**src/rtl/dmem_pkg.sv**
```systemverilog
// Shared constants and arbiter state encodings for the data-memory arbiter.
package dmem_pkg;

   localparam int DMEM_ADDR_W = 11;
   localparam int DMEM_DATA_W = 32;

   // Arbiter ownership states: IDLE arbitrates, OWNk restricts grants to port k
   typedef enum logic [1:0] {
      ARB_IDLE = 2'd0,
      ARB_OWN0 = 2'd1,
      ARB_OWN1 = 2'd2
   } arb_state_e;

   // Picks the port preferred on contention for a given pointer and mode
   function automatic logic preferred_port(input logic ptr, input logic rr_mode);
      return rr_mode ? ptr : 1'b0;
   endfunction

endpackage

```
**src/rtl/dmem_rr_pick.sv**
```systemverilog
// Two-input picker: round-robin (mode=1, ptr selects preferred port) or
// fixed priority (mode=0, port 0 always wins). Output is one-hot or zero.
module dmem_rr_pick
   import dmem_pkg::*;
(
   input  logic [1:0] req_i,
   input  logic       ptr_i,
   input  logic       mode_i,
   output logic [1:0] gnt_o
);

   logic pref;

   assign pref = preferred_port(ptr_i, mode_i);

   // Single requester wins outright; on contention the preferred port wins
   always_comb begin
      gnt_o = 2'b00;
      case (req_i)
         2'b01:   gnt_o = 2'b01;
         2'b10:   gnt_o = 2'b10;
         2'b11:   gnt_o = pref ? 2'b10 : 2'b01;
         default: gnt_o = 2'b00;
      endcase
   end

endmodule

```
**src/rtl/dmem_arbiter.sv**
```systemverilog
// Two-port arbiter in front of the single-port RAM2Kx32 data memory.
// Port 0 is the execute-stage load/store port, port 1 the loader/debug port.
// Handshake: pN_gnt is combinational and means the beat presented on pN_*
// this cycle is accepted by the RAM at the next rising edge; a requester
// keeps pN_req and its fields stable until it sees pN_gnt. Reads return
// pN_rvalid/pN_rdata exactly one cycle after the granting cycle, with no
// back-pressure on the return path. pN_lock on a granted beat keeps the
// memory owned by port N until a beat (or idle cycle) with pN_lock low.
module dmem_arbiter
   import dmem_pkg::*;
#(
   parameter int ADDR_W  = DMEM_ADDR_W,
   parameter int DATA_W  = DMEM_DATA_W,
   parameter bit RR_MODE = 1'b1
) (
   input  logic              clk,
   input  logic              rst,
   // port 0: execute-stage load/store
   input  logic              p0_req,
   input  logic              p0_we,
   input  logic              p0_lock,
   input  logic [ADDR_W-1:0] p0_addr,
   input  logic [DATA_W-1:0] p0_wdata,
   output logic              p0_gnt,
   output logic              p0_rvalid,
   output logic [DATA_W-1:0] p0_rdata,
   // port 1: program loader / debug
   input  logic              p1_req,
   input  logic              p1_we,
   input  logic              p1_lock,
   input  logic [ADDR_W-1:0] p1_addr,
   input  logic [DATA_W-1:0] p1_wdata,
   output logic              p1_gnt,
   output logic              p1_rvalid,
   output logic [DATA_W-1:0] p1_rdata,
   // RAM2Kx32 pins, active-low controls
   output logic              mem_cen,
   output logic              mem_wen,
   output logic              mem_oen,
   output logic [ADDR_W-1:0] mem_addr,
   output logic [DATA_W-1:0] mem_d,
   input  logic [DATA_W-1:0] mem_q,
   // ownership state for observation
   output logic [1:0]        dbg_state_o
);

   arb_state_e        state_q, state_d;
   logic              rr_ptr_q, rr_ptr_d;
   logic              rd_pend_q, rd_pend_d;
   logic              rd_port_q, rd_port_d;
   logic [ADDR_W-1:0] mem_addr_q;
   logic [DATA_W-1:0] mem_d_q;
   logic [DATA_W-1:0] rdata0_q, rdata1_q;

   logic [1:0]        req;
   logic [1:0]        pick;
   logic [1:0]        gnt;

   assign req = {p1_req, p0_req};

   dmem_rr_pick u_pick (
      .req_i  (req),
      .ptr_i  (rr_ptr_q),
      .mode_i (RR_MODE),
      .gnt_o  (pick)
   );

   // Grant decision and ownership next-state; reset suppresses every grant
   always_comb begin
      gnt      = 2'b00;
      state_d  = state_q;
      rr_ptr_d = rr_ptr_q;
      case (state_q)
         ARB_IDLE: begin
            gnt = pick;
            if (pick[0]) begin
               rr_ptr_d = 1'b1;
               if (p0_lock) state_d = ARB_OWN0;
            end else if (pick[1]) begin
               rr_ptr_d = 1'b0;
               if (p1_lock) state_d = ARB_OWN1;
            end
         end
         ARB_OWN0: begin
            // only the owner may be granted; dropping lock ends ownership
            gnt = {1'b0, p0_req};
            if (!p0_lock) state_d = ARB_IDLE;
         end
         ARB_OWN1: begin
            gnt = {p1_req, 1'b0};
            if (!p1_lock) state_d = ARB_IDLE;
         end
         default: state_d = ARB_IDLE;
      endcase
      if (rst) gnt = 2'b00;
   end

   assign p0_gnt = gnt[0];
   assign p1_gnt = gnt[1];

   // RAM pins follow the granted port; without a grant addr/data hold so that
   // an idle requester's (possibly undefined) fields never reach the pins
   always_comb begin
      mem_cen  = 1'b1;
      mem_wen  = 1'b1;
      mem_addr = mem_addr_q;
      mem_d    = mem_d_q;
      if (gnt[0]) begin
         mem_cen  = 1'b0;
         mem_wen  = ~p0_we;
         mem_addr = p0_addr;
         mem_d    = p0_wdata;
      end else if (gnt[1]) begin
         mem_cen  = 1'b0;
         mem_wen  = ~p1_we;
         mem_addr = p1_addr;
         mem_d    = p1_wdata;
      end
   end

   assign mem_oen = 1'b0;

   // A read beat leaves a one-cycle pending marker tagged with its port
   always_comb begin
      rd_pend_d = (gnt[0] & ~p0_we) | (gnt[1] & ~p1_we);
      rd_port_d = gnt[1];
   end

   // Return path: RAM output passes straight through in the cycle after the
   // read grant; the other port keeps showing its last returned word
   always_comb begin
      p0_rvalid = rd_pend_q & ~rd_port_q & ~rst;
      p1_rvalid = rd_pend_q &  rd_port_q & ~rst;
      p0_rdata  = p0_rvalid ? mem_q : rdata0_q;
      p1_rdata  = p1_rvalid ? mem_q : rdata1_q;
   end

   assign dbg_state_o = state_q;

   // All arbiter state; reset drops ownership and any pending read
   always_ff @(posedge clk) begin
      if (rst) begin
         state_q    <= ARB_IDLE;
         rr_ptr_q   <= 1'b0;
         rd_pend_q  <= 1'b0;
         rd_port_q  <= 1'b0;
         mem_addr_q <= '0;
         mem_d_q    <= '0;
         rdata0_q   <= '0;
         rdata1_q   <= '0;
      end else begin
         state_q    <= state_d;
         rr_ptr_q   <= rr_ptr_d;
         rd_pend_q  <= rd_pend_d;
         rd_port_q  <= rd_port_d;
         mem_addr_q <= mem_addr;
         mem_d_q    <= mem_d;
         rdata0_q   <= p0_rdata;
         rdata1_q   <= p1_rdata;
      end
   end

endmodule
```
**config.mk**
```make
export PLATFORM = sky130hd
export DESIGN_NAME = dmem_arbiter
export DESIGN_NICKNAME = d
export VERILOG_FILES = /design/src/rtl/dmem_pkg.sv /design/src/rtl/dmem_rr_pick.sv /design/src/rtl/dmem_arbiter.sv
export SDC_FILE = /design/constraint.sdc
export NUM_CORES = 1
export LEC_CHECK = 0
export ABC_CLOCK_PERIOD_IN_PS = 3100
export BUFFER_PORTS_ARGS = -buffer_cell sky130_fd_sc_hd__buf_2
export CAP_MARGIN = 20
export CORE_ASPECT_RATIO = 0.6
export CORE_MARGIN = 2
export CORE_UTILIZATION = 25
export DETAILED_ROUTE_END_ITERATION = 16
export PLACE_DENSITY = 0.51
export SYNTH_ARGS = -nofsm -noshare
export SYNTH_HDL_FRONTEND = slang
export SYNTH_SLANG_ARGS = --single-unit
```
**constraint.sdc**
```tcl
create_clock -name clk -period 3.1 [get_ports clk]
set_input_delay 0.31 -clock clk [delete_from_list [all_inputs] [get_ports clk]]
set_output_delay 0.31 -clock clk [all_outputs]
set_load 0.01 [all_outputs]
```
[Word-level counts from Yosys, hierarchy flattened]
Cells that the tools add are included.
Word-level totals
  register bits after elaboration: 112
  input port bits: 126
  output and inout bits: 116
  word-level logic and storage cells: 56
Operators by class
  equal/unequal tests: 10
  mux-type cells: 23
  bitwise logic cells: 11
  reduce and logical (&&, ||, !) cells: 4
Operators by type and width (number)
  $mux 32: 4
  $mux 11: 2
  $pmux 2 s3: 3
  $mux 2: 8
  $ne 3x3->1 const B: 3
  $and 1x1->1: 6
  $eq 2x2->1 const B: 3
  $mux 1: 6
  $reduce_and 5->1: 1
  $eq 2x1->1 const B: 2
  $ne 2x2->1 const B: 2
  $not 1->1: 4
  $logic_not 2->1: 1
  $reduce_and 2->1: 1
  $reduce_bool 2->1: 1
  $or 1x1->1: 1

[Depth between registers and ports, before layout]
  depth in word-level cells: 6
  gate-level depth with buffers: 8

[Cells and area by module]
A second synthesis with hierarchy kept.
Unflattened totals
  cells, all modules: 544
  area, all modules: 5123.7 um2
Modules (own cells, without submodules)
  dmem_arbiter: instances 1, cells each 540, area each 5102.4 um2, seq. area each 2242.2 um2
  dmem_rr_pick: instances 1, cells each 4, area each 21.3 um2, seq. area each 0.0 um2

[Least setup slack after synthesis]
Ideal clock, no wire load.
  path kind: register to output
  from: register state_q[1], in the netlist dbg_state_o[1]
  to: output port mem_addr[0]
  arrival: 1804 ps
  setup slack: 986 ps
  stages on the path, launching flop included: 9
  buffers on the path: 5
  cells stage by stage: dfxtp_1 > buf_2 > or3b_1 > buf_2 > or2_1 > buf_6 > buf_6 > buf_6 > a31oi_1
On the way
  word-level cells in the longest chain between the ends: 5
  elaborated cells on any way between the ends: 7
  classes of those cells: eq/ne: 2; mux: 4; reduce/logical: 1
RTL lines
  start: declaration: line dmem_arbiter.sv:47  | arb_state_e state_q, state_d;
  start signal: assignment: line dmem_arbiter.sv:152  | state_q <= state_d;
  $eq 2x2->1, or another cell as far along: line dmem_arbiter.sv:73  | case (state_q)
  $pmux 2 s3 *: line dmem_arbiter.sv:73
  $mux 2 *: line dmem_arbiter.sv:95  | if (rst) gnt = 2'b00;
  $mux 11: line dmem_arbiter.sv:113  | end else if (gnt[1]) begin
  $mux 11 *: line dmem_arbiter.sv:108  | if (gnt[0]) begin
  end: declaration: line dmem_arbiter.sv:40  | output logic [ADDR_W-1:0] mem_addr,
Every way passes the cells marked *; elsewhere a longest branch is shown, timed or not.

[Worst setup path in the final report]
  from: register state_q[1], in the netlist dbg_state_o[1]
  to: output port mem_addr[7]
The elaborated chain is that of the path after synthesis.

==> summary.txt <==
Final Hold Viols - 0
Total negative slack - 0 ns
Fin. max-slew vios - 0
Critical path peak fanout - 43
Flop-to-flop setup slack - 0.93 ns
Hold depth - 2
Avg Cell Area, Syn - 9.458 µm²
Ports - 242
Worst endpoint required time - 2.79 ns
Avg WL per Cell - 16.05 µm
H-tree lvl count - 3
Dpl cell area - 6544 µm²
Die Height - 115.6 µm
Synthesized instance count - 549
Depth of the worst register-to-register path - 3
GRT Residual Overflow - 0
Antenna viol nets, final - 0
Syn_nets - 675
DRC - 0
Largest net degree at the start of global routing - 58
Starting Density - 25.74%
Worst Tran Pin Value - 1.119 ns
Die width - 190.1 µm
Clock-pin slew on the worst setup and hold paths - 0.07 ns
CORE AREA - 20170 µm²
Crit path launch type - flip-flop
LEAKAGE - 3.055 nW
DRT iter0 DRCs - 233
Post-route clock period utilization - 90.61%
RSZ-0062 raised after global routing - false
Gpl congestion - 0.7666
Seq cells post-synth - 112
Maxcap violations - 0
Status - completed
Clock Tree Buf Depth - 2
Via count - 4936
First-pass GRT wire length - 24700 µm
CTS tree - done
Clk_lat worst skew - 0.35 ns
Crit path time final - 2.809 ns
Syn Std Cell Area - 5192 µm²
Dpl hpwl - 11080 µm
Final Cell Area - 6848 µm²
Crit path capture type - output pin
Worst R2R End - mem_d_q[31]
P per Cell Area - 502.1 nW/µm²
Worst Hold Launch - p0_we
Relative slew slack - 25.39%
WHS Endpoint - rd_pend_q
Std-Cell Rows - 40
GRT Overall Usage - 14.17%
Initial antenna violation count - 0
Clock sinks - 112
Ant. Diodes - 0
Final WL - 16500 µm
Via-to-Cell Ratio - 4.802
Post-CTS setup buffer count - 0
Final Net Count - 877
WP data arrival - 2.50 ns
1st-pass router iterations - 6
Max frequency - 356.0 MHz
Critical path class - flip-flop to output pin
Hold Path Class - input port to flip-flop
Synth top area cells - dfxtp_1, mux2_2, nor2b_1
Peak supply drop - 0.2319 mV
Top-area cell type share of the netlist area - 43.18%
Setup Skew - 0.005823 ns
Post-synthesis cell type count - 33
Layout cell share with drive strength beyond 1 - 44.90%
Synthesis-to-finish area growth - 31.88%
Clock root buffer - clkbuf_16
Port Buffers - 240
Die footprint - 21980 µm²
Reg2reg start - dbg_state_o[1]
Post-cts resize count - 0
TritonCTS buffer count - 9
Vias in the first global route - 4556
Yosys top cell by area - dfxtp_1
Synth Warn # - 0
Setup violators final - 0
Sequential area share after synthesis - 43.18%
Hold buffers post-CTS - 0
## per-layer routing
metal / global-route usage (%) / routed length [µm]
met1: 20.61 / 8294
met5: 0 / 0
met2: 20.85 / 6917
met4: 2.946 / 139
met3: 3.907 / 1151
## where the power goes
group / internal, mW / switching [mW]
clock network: 0.656 / 0.554
logic: 0.287 / 0.405
registers: 1.51 / 0.0246
total: 2.45 / 0.984
## kinds of logic after synthesis
kind of cell           Yosys count  synth area share [%]
flip-flops                     112                 43.18
multiplexers                    64                 13.88
AO/OA/AOI/OAI                  139                 18.10
AND/OR/NAND/NOR                169                 18.70
other                            1               0.07222
buffers and inverters           64                 6.072
## sequential cells by signal, indices dropped and copies added (netlist names)
signal,count
dbg_state_o,2
mem_addr_q,11
mem_d_q,32
rd_pend_q,1
rd_port_q,1
rdata0_q,32
rdata1_q,32
rr_ptr_q,1
## stage by stage
stage | worst slack [ns] | total power, mW | utilization [%] | hold slack [ns] | cells
2_1_floorplan | 0.9856 | 1.979 | - | 0.4091 | 549
3_3_place_gp | 0.6384 | 2.269 | 32.44 | 0.5286 | 1013
3_5_place_dp | 0.6871 | 2.263 | 32.44 | 0.5255 | 1013
4_1_cts | 0.3012 | 3.510 | 33.95 | 0.1512 | 1028
5_1_grt | 0.1039 | 3.630 | 33.95 | 0.1503 | 1028
6_report | 0.2911 | 3.438 | 33.95 | 0.1677 | 1028
## how the worst max path moves through the flow
| stage | from | end | cells after the start |
|---|---|---|---|
| after floorplan | dbg_state_o[1] | mem_addr[0] | 8 |
| after global placement | dbg_state_o[1] | mem_d[10] | 4 |
| after detailed placement | rst | mem_d[11] | 5 |
| after CTS | dbg_state_o[1] | mem_d[11] | 4 |
| after global routing | dbg_state_o[0] | mem_d[2] | 4 |
| final | dbg_state_o[1] | mem_addr[7] | 4 |
## critical path: stages, from the launching register on
cell     delay, ns
dfxtp_1       0.53
or3b_2        0.93
nand3_1       0.24
a31oi_1       0.28
buf_2         0.17
## synth_stat cells
master     instances
nor2_1             4
conb_1             1
a31oi_1           43
nand3_1           44
a22oi_1            1
o32ai_1            1
o21ai_0           43
a21oi_1            2
a21boi_0           1
buf_6              8
clkbuf_1          42
or3b_2             2
nand2b_1           1
a311oi_1          44
or3b_1             1
buf_1              1
nor4b_1            1
nor2b_1           64
buf_2              9
nor3_1            43
a211o_1            1
nand3b_1           3
buf_4              1
inv_1              3
a221oi_1           1
o211a_1            1
o2111ai_1          1
mux2_2            64
nand2_1            1
dfxtp_1          112
and3b_1            1
nor3b_2            3
or2_1              1
## placed cells by master (no fill, tap or decap), types with 2 or more instances in the layout
cell type,n
dfxtp_1,112
a31oi_1,43
a311oi_1,44
or3b_2,3
nand3b_1,3
nand3_1,44
nor2b_1,64
nor3b_4,3
o21ai_0,43
inv_1,3
nor3_1,43
buf_2,239
a21oi_1,2
inv_8,2
nor2_1,4
buf_4,13
mux2_2,64
clkbuf_16,9
## layout make-up
class,count,area [µm²]
tap,273,341.6
fill,2150,13320
sequential,112,2242
clock buffer,10,239.0
multi-input combinational,373,2655
inverter,3,11.26
clock inverter,5,65.06
timing repair buffer,252,1294
Note: power is estimated with default switching activity, not from simulation.
